[src/rtl/flash_cmd_decode_if.sv]
// rtl/flash_cmd_decode_if.sv - pin bundle between the flash bus front end and the command decoder
//
// Purpose: groups the chip-select/data lines and the decoder outputs so the
// decoder and whatever drives it share one port.
//   master : drives cs_n, mode, sio_in; observes the decoder outputs
//   slave  : the decoder side (flash_cmd_decode)
// Signals:
//   cs_n          chip select, active low
//   mode          0 = SPI (bit on sio_in[0]), 1 = OPI (byte on sio_in)
//   sio_in[7:0]   serial/octal input lines
//   en_addr       address phase active
//   en_write_buf  one-cycle strobe per completed write byte
//   en_read_buf   one-cycle strobe per read byte boundary
//   wr_data[7:0]  last completed write byte
//   opcode[7:0]   latched opcode of the current frame
//   wel           write-enable latch
//   prog_req      one-cycle page program request
//   cmd_err       unknown opcode in the current frame
interface flash_cmd_decode_if;
  logic       cs_n;
  logic       mode;
  logic [7:0] sio_in;
  logic       en_addr;
  logic       en_write_buf;
  logic       en_read_buf;
  logic [7:0] wr_data;
  logic [7:0] opcode;
  logic       wel;
  logic       prog_req;
  logic       cmd_err;

  modport master (
    output cs_n, mode, sio_in,
    input  en_addr, en_write_buf, en_read_buf, wr_data, opcode, wel, prog_req, cmd_err
  );

  modport slave (
    input  cs_n, mode, sio_in,
    output en_addr, en_write_buf, en_read_buf, wr_data, opcode, wel, prog_req, cmd_err
  );
endinterface

[src/rtl/flash_cmd_decode.sv]
// rtl/flash_cmd_decode.sv - sck-domain opcode/address/dummy/data framing for the flash slave
//
// Purpose: captures the opcode (SPI bit-serial or OPI byte-wide), times the
// address phase, inserts fast-read dummy cycles, frames write/read data bytes,
// and owns the write-enable latch and the page program request.
// Optional feature: define FAST_READ_EN to decode 0x0B (fast read) with a
// DUMMY phase; without it 0x0B is an unknown opcode.
// Ports:
//   sck     in   serial clock, all state on posedge
//   rst_n   in   asynchronous active-low reset
//   bus     slave modport of flash_cmd_decode_if (cs_n/mode/sio_in in,
//           en_addr/en_write_buf/en_read_buf/wr_data/opcode/wel/prog_req/cmd_err out)
// Parameters:
//   ADDR_BYTES    address bytes per command (SPI 8*ADDR_BYTES cycles, OPI ADDR_BYTES)
//   DUMMY_CYCLES  fast-read dummy cycles
module flash_cmd_decode #(
  parameter int ADDR_BYTES   = 4,
  parameter int DUMMY_CYCLES = 8
) (
  input  logic               sck,
  input  logic               rst_n,
  flash_cmd_decode_if.slave  bus
);
  localparam int CNT_MAX = (8 * ADDR_BYTES > DUMMY_CYCLES) ? 8 * ADDR_BYTES : DUMMY_CYCLES;
  localparam int CW      = $clog2(CNT_MAX + 1);
  localparam logic [CW-1:0] ADDR_LAST_SPI = CW'(8 * ADDR_BYTES - 1);
  localparam logic [CW-1:0] ADDR_LAST_OPI = CW'(ADDR_BYTES - 1);

  localparam logic [7:0] OP_PP   = 8'h02;
  localparam logic [7:0] OP_READ = 8'h03;
  localparam logic [7:0] OP_WRDI = 8'h04;
  localparam logic [7:0] OP_RDSR = 8'h05;
  localparam logic [7:0] OP_WREN = 8'h06;
`ifdef FAST_READ_EN
  localparam logic [7:0] OP_FREAD = 8'h0B;
  localparam logic [CW-1:0] DUMMY_LAST = CW'(DUMMY_CYCLES - 1);
`endif

  typedef enum logic [2:0] {
    IDLE,
    CMD,
    ADDR,
`ifdef FAST_READ_EN
    DUMMY,
`endif
    DATA_W,
    DATA_R,
    IGNORE
  } state_t;

  function automatic logic op_known(input logic [7:0] op);
    case (op)
      OP_PP, OP_READ, OP_RDSR, OP_WREN, OP_WRDI: op_known = 1'b1;
`ifdef FAST_READ_EN
      OP_FREAD: op_known = 1'b1;
`endif
      default: op_known = 1'b0;
    endcase
  endfunction

  function automatic state_t op_next(input logic [7:0] op);
    case (op)
      OP_PP, OP_READ: op_next = ADDR;
`ifdef FAST_READ_EN
      OP_FREAD: op_next = ADDR;
`endif
      OP_RDSR: op_next = DATA_R;
      default: op_next = IGNORE;
    endcase
  endfunction

  state_t        state;
  logic          frame_mode;
  logic [6:0]    shreg;
  logic [2:0]    bitcnt;
  logic [CW-1:0] cnt;
  logic [8:0]    byte_cnt;
  logic          addr_done;
  logic          en_addr_q, en_write_buf_q, en_read_buf_q, wel_q, prog_req_q, cmd_err_q;
  logic [7:0]    wr_data_q, opcode_q;

  // The opcode is complete on the first OPI edge or on the 8th SPI bit; in IDLE
  // the frame mode register is not loaded yet, so the live mode input is used.
  logic       decode_now;
  logic       cur_opi;
  logic [7:0] op_now;
  state_t     dec_state;

  assign cur_opi    = (state == IDLE) ? bus.mode : frame_mode;
  assign op_now     = (state == IDLE) ? bus.sio_in : {shreg, bus.sio_in[0]};
  assign decode_now = ((state == IDLE) && bus.mode) || ((state == CMD) && (bitcnt == 3'd7));
  assign dec_state  = op_next(op_now);

  always_ff @(posedge sck or negedge rst_n) begin
    if (!rst_n) begin
      state          <= IDLE;
      frame_mode     <= 1'b0;
      shreg          <= '0;
      bitcnt         <= '0;
      cnt            <= '0;
      byte_cnt       <= '0;
      addr_done      <= 1'b0;
      en_addr_q      <= 1'b0;
      en_write_buf_q <= 1'b0;
      en_read_buf_q  <= 1'b0;
      wr_data_q      <= '0;
      opcode_q       <= '0;
      wel_q          <= 1'b0;
      prog_req_q     <= 1'b0;
      cmd_err_q      <= 1'b0;
    end else begin
      prog_req_q     <= 1'b0;
      en_write_buf_q <= 1'b0;
      en_read_buf_q  <= 1'b0;
      if (bus.cs_n) begin
        if (state != IDLE) begin
          state     <= IDLE;
          cnt       <= '0;
          bitcnt    <= '0;
          byte_cnt  <= '0;
          addr_done <= 1'b0;
          en_addr_q <= 1'b0;
          cmd_err_q <= 1'b0;
          if (opcode_q == OP_WREN) begin
            wel_q <= 1'b1;
          end else if (opcode_q == OP_WRDI) begin
            wel_q <= 1'b0;
          end else if (opcode_q == OP_PP && wel_q && addr_done && byte_cnt != 9'd0) begin
            prog_req_q <= 1'b1;
            wel_q      <= 1'b0;
          end
        end
      end else begin
        case (state)
          IDLE: begin
            frame_mode <= bus.mode;
            if (!bus.mode) begin
              shreg  <= {6'b0, bus.sio_in[0]};
              bitcnt <= 3'd1;
              state  <= CMD;
            end
          end
          CMD: begin
            shreg  <= {shreg[5:0], bus.sio_in[0]};
            bitcnt <= bitcnt + 1'b1;
          end
          ADDR: begin
            if (cnt == (frame_mode ? ADDR_LAST_OPI : ADDR_LAST_SPI)) begin
              en_addr_q <= 1'b0;
              addr_done <= 1'b1;
              cnt       <= '0;
              bitcnt    <= '0;
              if (opcode_q == OP_PP) begin
                state <= DATA_W;
`ifdef FAST_READ_EN
              end else if (opcode_q == OP_FREAD && DUMMY_CYCLES != 0) begin
                state <= DUMMY;
`endif
              end else begin
                state         <= DATA_R;
                en_read_buf_q <= frame_mode;
              end
            end else begin
              cnt <= cnt + 1'b1;
            end
          end
`ifdef FAST_READ_EN
          DUMMY: begin
            if (cnt == DUMMY_LAST) begin
              state         <= DATA_R;
              cnt           <= '0;
              bitcnt        <= '0;
              en_read_buf_q <= frame_mode;
            end else begin
              cnt <= cnt + 1'b1;
            end
          end
`endif
          DATA_W: begin
            if (frame_mode) begin
              wr_data_q      <= bus.sio_in;
              en_write_buf_q <= 1'b1;
              if (byte_cnt != 9'd256) byte_cnt <= byte_cnt + 1'b1;
            end else begin
              shreg  <= {shreg[5:0], bus.sio_in[0]};
              bitcnt <= bitcnt + 1'b1;
              if (bitcnt == 3'd7) begin
                wr_data_q      <= {shreg, bus.sio_in[0]};
                en_write_buf_q <= 1'b1;
                if (byte_cnt != 9'd256) byte_cnt <= byte_cnt + 1'b1;
              end
            end
          end
          DATA_R: begin
            // SPI: bitcnt==6 here means the next cycle is the 8th of the byte.
            bitcnt        <= bitcnt + 1'b1;
            en_read_buf_q <= frame_mode || (bitcnt == 3'd6);
          end
          IGNORE: ;
          default: state <= IDLE;
        endcase

        if (decode_now) begin
          opcode_q      <= op_now;
          state         <= dec_state;
          en_addr_q     <= (dec_state == ADDR);
          cmd_err_q     <= !op_known(op_now);
          cnt           <= '0;
          bitcnt        <= '0;
          en_read_buf_q <= (dec_state == DATA_R) && cur_opi;
        end
      end
    end
  end

  assign bus.en_addr      = en_addr_q;
  assign bus.en_write_buf = en_write_buf_q;
  assign bus.en_read_buf  = en_read_buf_q;
  assign bus.wr_data      = wr_data_q;
  assign bus.opcode       = opcode_q;
  assign bus.wel          = wel_q;
  assign bus.prog_req     = prog_req_q;
  assign bus.cmd_err      = cmd_err_q;
endmodule

[src/flat_wrapper.sv]
// flat-port wrapper written by rule: the top's interface ports become plain ports
module flash_cmd_decode_flat 
#(
  parameter int ADDR_BYTES   = 4,
  parameter int DUMMY_CYCLES = 8
)
  (sck, rst_n, bus_cs_n, bus_mode, bus_sio_in, bus_en_addr, bus_en_write_buf, bus_en_read_buf, bus_wr_data, bus_opcode, bus_wel, bus_prog_req, bus_cmd_err);
  flash_cmd_decode_if bus_i ();
  input  logic sck;
  input  logic rst_n;
  input wire logic [$bits(bus_i.cs_n)-1:0] bus_cs_n;
  input wire logic [$bits(bus_i.mode)-1:0] bus_mode;
  input wire logic [$bits(bus_i.sio_in)-1:0] bus_sio_in;
  output wire logic [$bits(bus_i.en_addr)-1:0] bus_en_addr;
  output wire logic [$bits(bus_i.en_write_buf)-1:0] bus_en_write_buf;
  output wire logic [$bits(bus_i.en_read_buf)-1:0] bus_en_read_buf;
  output wire logic [$bits(bus_i.wr_data)-1:0] bus_wr_data;
  output wire logic [$bits(bus_i.opcode)-1:0] bus_opcode;
  output wire logic [$bits(bus_i.wel)-1:0] bus_wel;
  output wire logic [$bits(bus_i.prog_req)-1:0] bus_prog_req;
  output wire logic [$bits(bus_i.cmd_err)-1:0] bus_cmd_err;
  assign bus_i.cs_n = bus_cs_n;
  assign bus_i.mode = bus_mode;
  assign bus_i.sio_in = bus_sio_in;
  assign bus_en_addr = bus_i.en_addr;
  assign bus_en_write_buf = bus_i.en_write_buf;
  assign bus_en_read_buf = bus_i.en_read_buf;
  assign bus_wr_data = bus_i.wr_data;
  assign bus_opcode = bus_i.opcode;
  assign bus_wel = bus_i.wel;
  assign bus_prog_req = bus_i.prog_req;
  assign bus_cmd_err = bus_i.cmd_err;
  flash_cmd_decode #(.ADDR_BYTES(ADDR_BYTES), .DUMMY_CYCLES(DUMMY_CYCLES)) u_core (.sck(sck), .rst_n(rst_n), .bus(bus_i));
endmodule
[config.mk]
export PLATFORM = sky130hd
export DESIGN_NAME = flash_cmd_decode_flat
export DESIGN_NICKNAME = d
export VERILOG_FILES = /design/src/rtl/flash_cmd_decode_if.sv /design/src/rtl/flash_cmd_decode.sv /design/src/flat_wrapper.sv
export SDC_FILE = /design/constraint.sdc
export NUM_CORES = 1
export LEC_CHECK = 0
export ABC_CLOCK_PERIOD_IN_PS = 1900
export CAP_MARGIN = 10
export CORE_MARGIN = 2
export CORE_UTILIZATION = 50
export DETAILED_ROUTE_END_ITERATION = 16
export PLACE_DENSITY = 0.78
export SYNTH_ARGS = -nofsm -noshare
export SYNTH_HDL_FRONTEND = slang
export SYNTH_SLANG_ARGS = --single-unit
[constraint.sdc]
create_clock -name sck -period 1.9 [get_ports sck]
set_clock_uncertainty 0.05 [all_clocks]
set_input_delay 0.19 -clock sck [delete_from_list [all_inputs] [get_ports sck]]
set_output_delay 0.19 -clock sck [all_outputs]
set_load 0.1 [all_outputs]
==> results.txt <==
- The flow ran to the end, but the final reports show violations.
- The checks that failed: negative setup slack.
* Worst setup EP type: flop
- Final critical-path share of the clock period: 105%
* Syn-to-layout area delta: 38.0%
- Worst Tran Pin Value: 538 ps
* First-pass GRT wire length: 12,200 µm
* Headroom to the max-slew limit: 64.1%
- Net count after synthesis: 329
- Measured on the finished design, the core utilization comes to between 70% and 80%.
- Final estimated routing congestion in global placement: 0.886
- Avg Synthesized Cell Area: approximately 9.3 µm²
- Data on the critical path is required at its endpoint by about 2000 ps.
* Async set-reset flop share out of synthesis: between 90% and 100%
* Clock tree from TritonCTS: built
- Data on the critical path arrives at its endpoint at 2150 ps.
- The tightest hold path in the finished design has a slack of roughly 330 ps.
- WS Path Type: flop to flop
- Detailed-route via count: 2,777
- Boundary pin count: 34
- Highest metal layer with signal wires: met4
* Met1 Routed Length: 3400 µm
- Final-report setup violation count: 6
* Maximum count of clock buffers along a single path: 2
- The initial utilization of the core area, before any placement, comes to a little over half.
- For this run the aggregate overflow at the end of global routing stands at 0.
* CTS Root Buffer Type: sky130_fd_sc_hd__clkbuf_8
- Power per standard cell area: between 1500 and 2000 nW/µm²
- Yosys cell types: 56
- Number of enable-type register cells in the synthesized netlist: 0
- Placement Cell Area: 3700 µm²
- Gr usage total: 24.6%
- Final Worst Setup Slack: -100 ps
* Detailed placer's ending HPWL: 5620 µm
- Top_reg_cell synth: sky130_fd_sc_hd__dfrtp_1
* Max-slew violation count: 0
* Final critical path time including I/O delays and setup: ~2000 ps
* Number of storage elements in the synthesis netlist: 52
- Number of global-route vias before repair: between 2,000 and 3,000
- The routed design has between 7000 and 8000 µm of wire.
- The number of hold violations in the final report was 0.
* Leakage power of the design: roughly 1.8 nW
* Cell count after synthesis: 311
* Clock net sink count: 52
- Final Instance Area: 4010 µm²
* Number of nets in the final layout: 416
- Wire segments on met2 add up to 4010 µm in the final route.
- Die outline area: 6430 µm²
* RSZ-0062 raised after global routing: yes
* FP Rows: 27
- In the final routed layout, each cell accounts on average for about 17 µm.
* Count of input and output buffers: 33
- CTS buffer count: 5
- Chip width: approximately 80 µm
* Number of warnings issued by yosys: 0
* Ant. Diodes: 0
- Along the worst path, the maximum fanout reaches 3.
* Layout cells sized above 1: 36.8%
- Height of the chip: roughly 80 µm
- The pre-antenna-repair detailed-routing pass consisted of 4 iterations.
- Worst skew pair latency: between 300 and 400 ps
* Worst vdd ir: roughly 1.5 mV
- After clock tree synthesis, the clock-pin slew on the worst setup and hold paths is 110 ps.
- Number of DRC violations after detailed-routing iteration 0: about 180
* Largest net degree at the start of global routing: 25
- In this run the standard cell core region covers approximately 5600 µm².
- The worst hold path belongs to the class input port to async pin.
* Post-route DRC: 0
* Post-synthesis sequential area ratio: approximately 45%
* Post-detailed-route count of antenna-violating nets: 0
- STA classifies the critical path startpoint as a flop.
- Derived from the worst setup path, the maximum achievable clock frequency is between 400 and 500 MHz.
- # H-tree levels: 2
* Post-synth design cell area: 2900 µm²
- Number of violations of the max-capacitance limit: 0
- The number of antenna violations at the first check in global routing came to 0.
- In the routed layout, each cell is associated on average with a via count of between 5 and 6.
* Met3 wire length: 339 µm
[sequential cells by signal, indices dropped and copies added (netlist names)]
signal,flops
u_core.bus.cmd_err,1
u_core.bus.en_addr,1
u_core.shreg,7
u_core.bus.wr_data,8
u_core.state,3
u_core.addr_done,1
u_core.bus.prog_req,1
u_core.cnt,6
u_core.bus.en_write_buf,1
u_core.frame_mode,1
u_core.bus.wel,1
u_core.byte_cnt,9
u_core.bitcnt,3
u_core.bus.en_read_buf,1
u_core.bus.opcode,8
[cell type report]
cell class	instances	area, µm²
inverters	10	37.5
fillers	414	1570
well taps	72	90.1
clock buffers	5	68.8
clock inverters	3	28.8
flip-flops and latches	52	1330
multi-input cells	231	1670
repair buffers	98	787
[logic make-up after synthesis]
| logic type | synth area share (%) |
|---|---|
| and+or+nand+nor | 22.5 |
| AOI/OAI and AO/OA | 16.8 |
| DFF | 44.8 |
| buffers and inverters | 3.75 |
| muxes | 7.37 |
| xor gates and xnor gates | 2.11 |
| adders and majority gates | 2.59 |
[power breakdown]
part           internal [W]  total, W  leakage (nW)  switching, W
clock network      0.000279  0.000703        0.0511      0.000424
logic               0.00129   0.00376          1.05       0.00247
registers           0.00141   0.00171         0.682      0.000300
[critical path, cell delays in order (launching register included)]
cell and delay [ps]:
sky130_fd_sc_hd__dfrtp_1 400, sky130_fd_sc_hd__or4b_4 570, sky130_fd_sc_hd__a21oi_4 160, sky130_fd_sc_hd__o21bai_2 90, sky130_fd_sc_hd__a31oi_4 290, sky130_fd_sc_hd__mux2_4 330
[final timing paths]
check	from	endpoint	slack [ps]	cells after the start
max	u_core.cnt[3]$_DFFE_PN0P_	u_core.bitcnt[2]$_DFFE_PN0P_	-100	5
min	rst_n	u_core.bus.opcode[5]$_DFFE_PN0P_	330	2
max reg2reg	u_core.cnt[3]$_DFFE_PN0P_	u_core.bitcnt[2]$_DFFE_PN0P_	-100	5
min reg2reg	u_core.bus.wr_data[3]$_DFFE_PN0P_	u_core.bus.wr_data[3]$_DFFE_PN0P_	490	2
max in group asynchronous	rst_n	u_core.state[1]$_DFFE_PN0P_	820	3
min in group sck	bus_sio_in[6]	u_core.bus.opcode[6]$_DFFE_PN0P_	450	3
[cell usage after synthesis (all sizes together), types with 6 or more instances]
| library cell | n | share of area [%] |
|---|---|---|
| or3 | 6 | 1.3 |
| nor2 | 37 | 4.8 |
| o21ai | 16 | 2.8 |
| nand2 | 31 | 4.0 |
| mux2i | 9 | 3.1 |
| ha | 6 | 2.6 |
| nor3 | 8 | 1.7 |
| xor2 | 6 | 1.8 |
| nand4 | 7 | 1.5 |
| dfrtp | 52 | 45 |
| a31oi | 11 | 2.6 |
| a21oi | 21 | 3.7 |
| inv | 10 | 1.3 |
| mux2 | 11 | 4.3 |
| clkbuf | 15 | 1.9 |
[per-stage QoR]
step                power [W]  TNS [ps]  worst slack, ps  cells
CTS                   0.00596      -235            -55.7    471
global route          0.00646      -770             -130    471
floorplan             0.00411      -158            -43.1    311
global placement      0.00514     -1470             -156    457
detailed placement    0.00521     -2280             -198    457
finish                0.00618      -406             -100    471
[metal layers]
| metal | GRT usage [%] | vias to the layer above |
|---|---|---|
| met5 | 0 | - |
| met4 | 9.83 | 0 |
| met3 | 4.38 | 18 |
| met2 | 43.3 | 79 |
| met1 | 29.8 | 1374 |
| li1 | - | 1306 |
[what timing repair did]
action / CTS / global route
buffers inserted: 5 / 0
pin swaps: 9 / 8
hold buffers: 1 / 0
gates cloned: 0 / 1
endpoints found under the setup margin: 10 / 25
resized for setup: 7 / 27
endpoints found under the hold margin: 22 / 0
[placed cells by master, fill, tap and decap left out, types with 3 or more instances in the layout]
cell type                         netlist  layout
sky130_fd_sc_hd__o21ai_0               15      14
sky130_fd_sc_hd__a21oi_2                1       4
sky130_fd_sc_hd__nand2_1               31      31
sky130_fd_sc_hd__o31ai_1                3       3
sky130_fd_sc_hd__ha_1                   6       4
sky130_fd_sc_hd__nor3_1                 6       5
sky130_fd_sc_hd__dfrtp_1               52      42
sky130_fd_sc_hd__or3_1                  6       5
sky130_fd_sc_hd__clkbuf_8               0       5
sky130_fd_sc_hd__nor3_2                 2       3
sky130_fd_sc_hd__a31oi_1               10      10
sky130_fd_sc_hd__o22ai_1                3       3
sky130_fd_sc_hd__clkdlybuf4s50_1        0      10
sky130_fd_sc_hd__nor2_1                37      35
sky130_fd_sc_hd__dfrtp_2                0       4
sky130_fd_sc_hd__nand4b_1               3       3
sky130_fd_sc_hd__nand4_1                7       7
sky130_fd_sc_hd__mux2_2                 8       8
sky130_fd_sc_hd__nand3_1                5       5
sky130_fd_sc_hd__mux2_4                 0       3
sky130_fd_sc_hd__buf_4                  0      82
sky130_fd_sc_hd__inv_1                  9       9
sky130_fd_sc_hd__a21oi_1               20      16
sky130_fd_sc_hd__mux2i_1                9       8
sky130_fd_sc_hd__xor2_1                 6       6
sky130_fd_sc_hd__nand2b_1               5       5
sky130_fd_sc_hd__dfrtp_4                0       6
No activity file was read; power rests on OpenSTA's default activity.
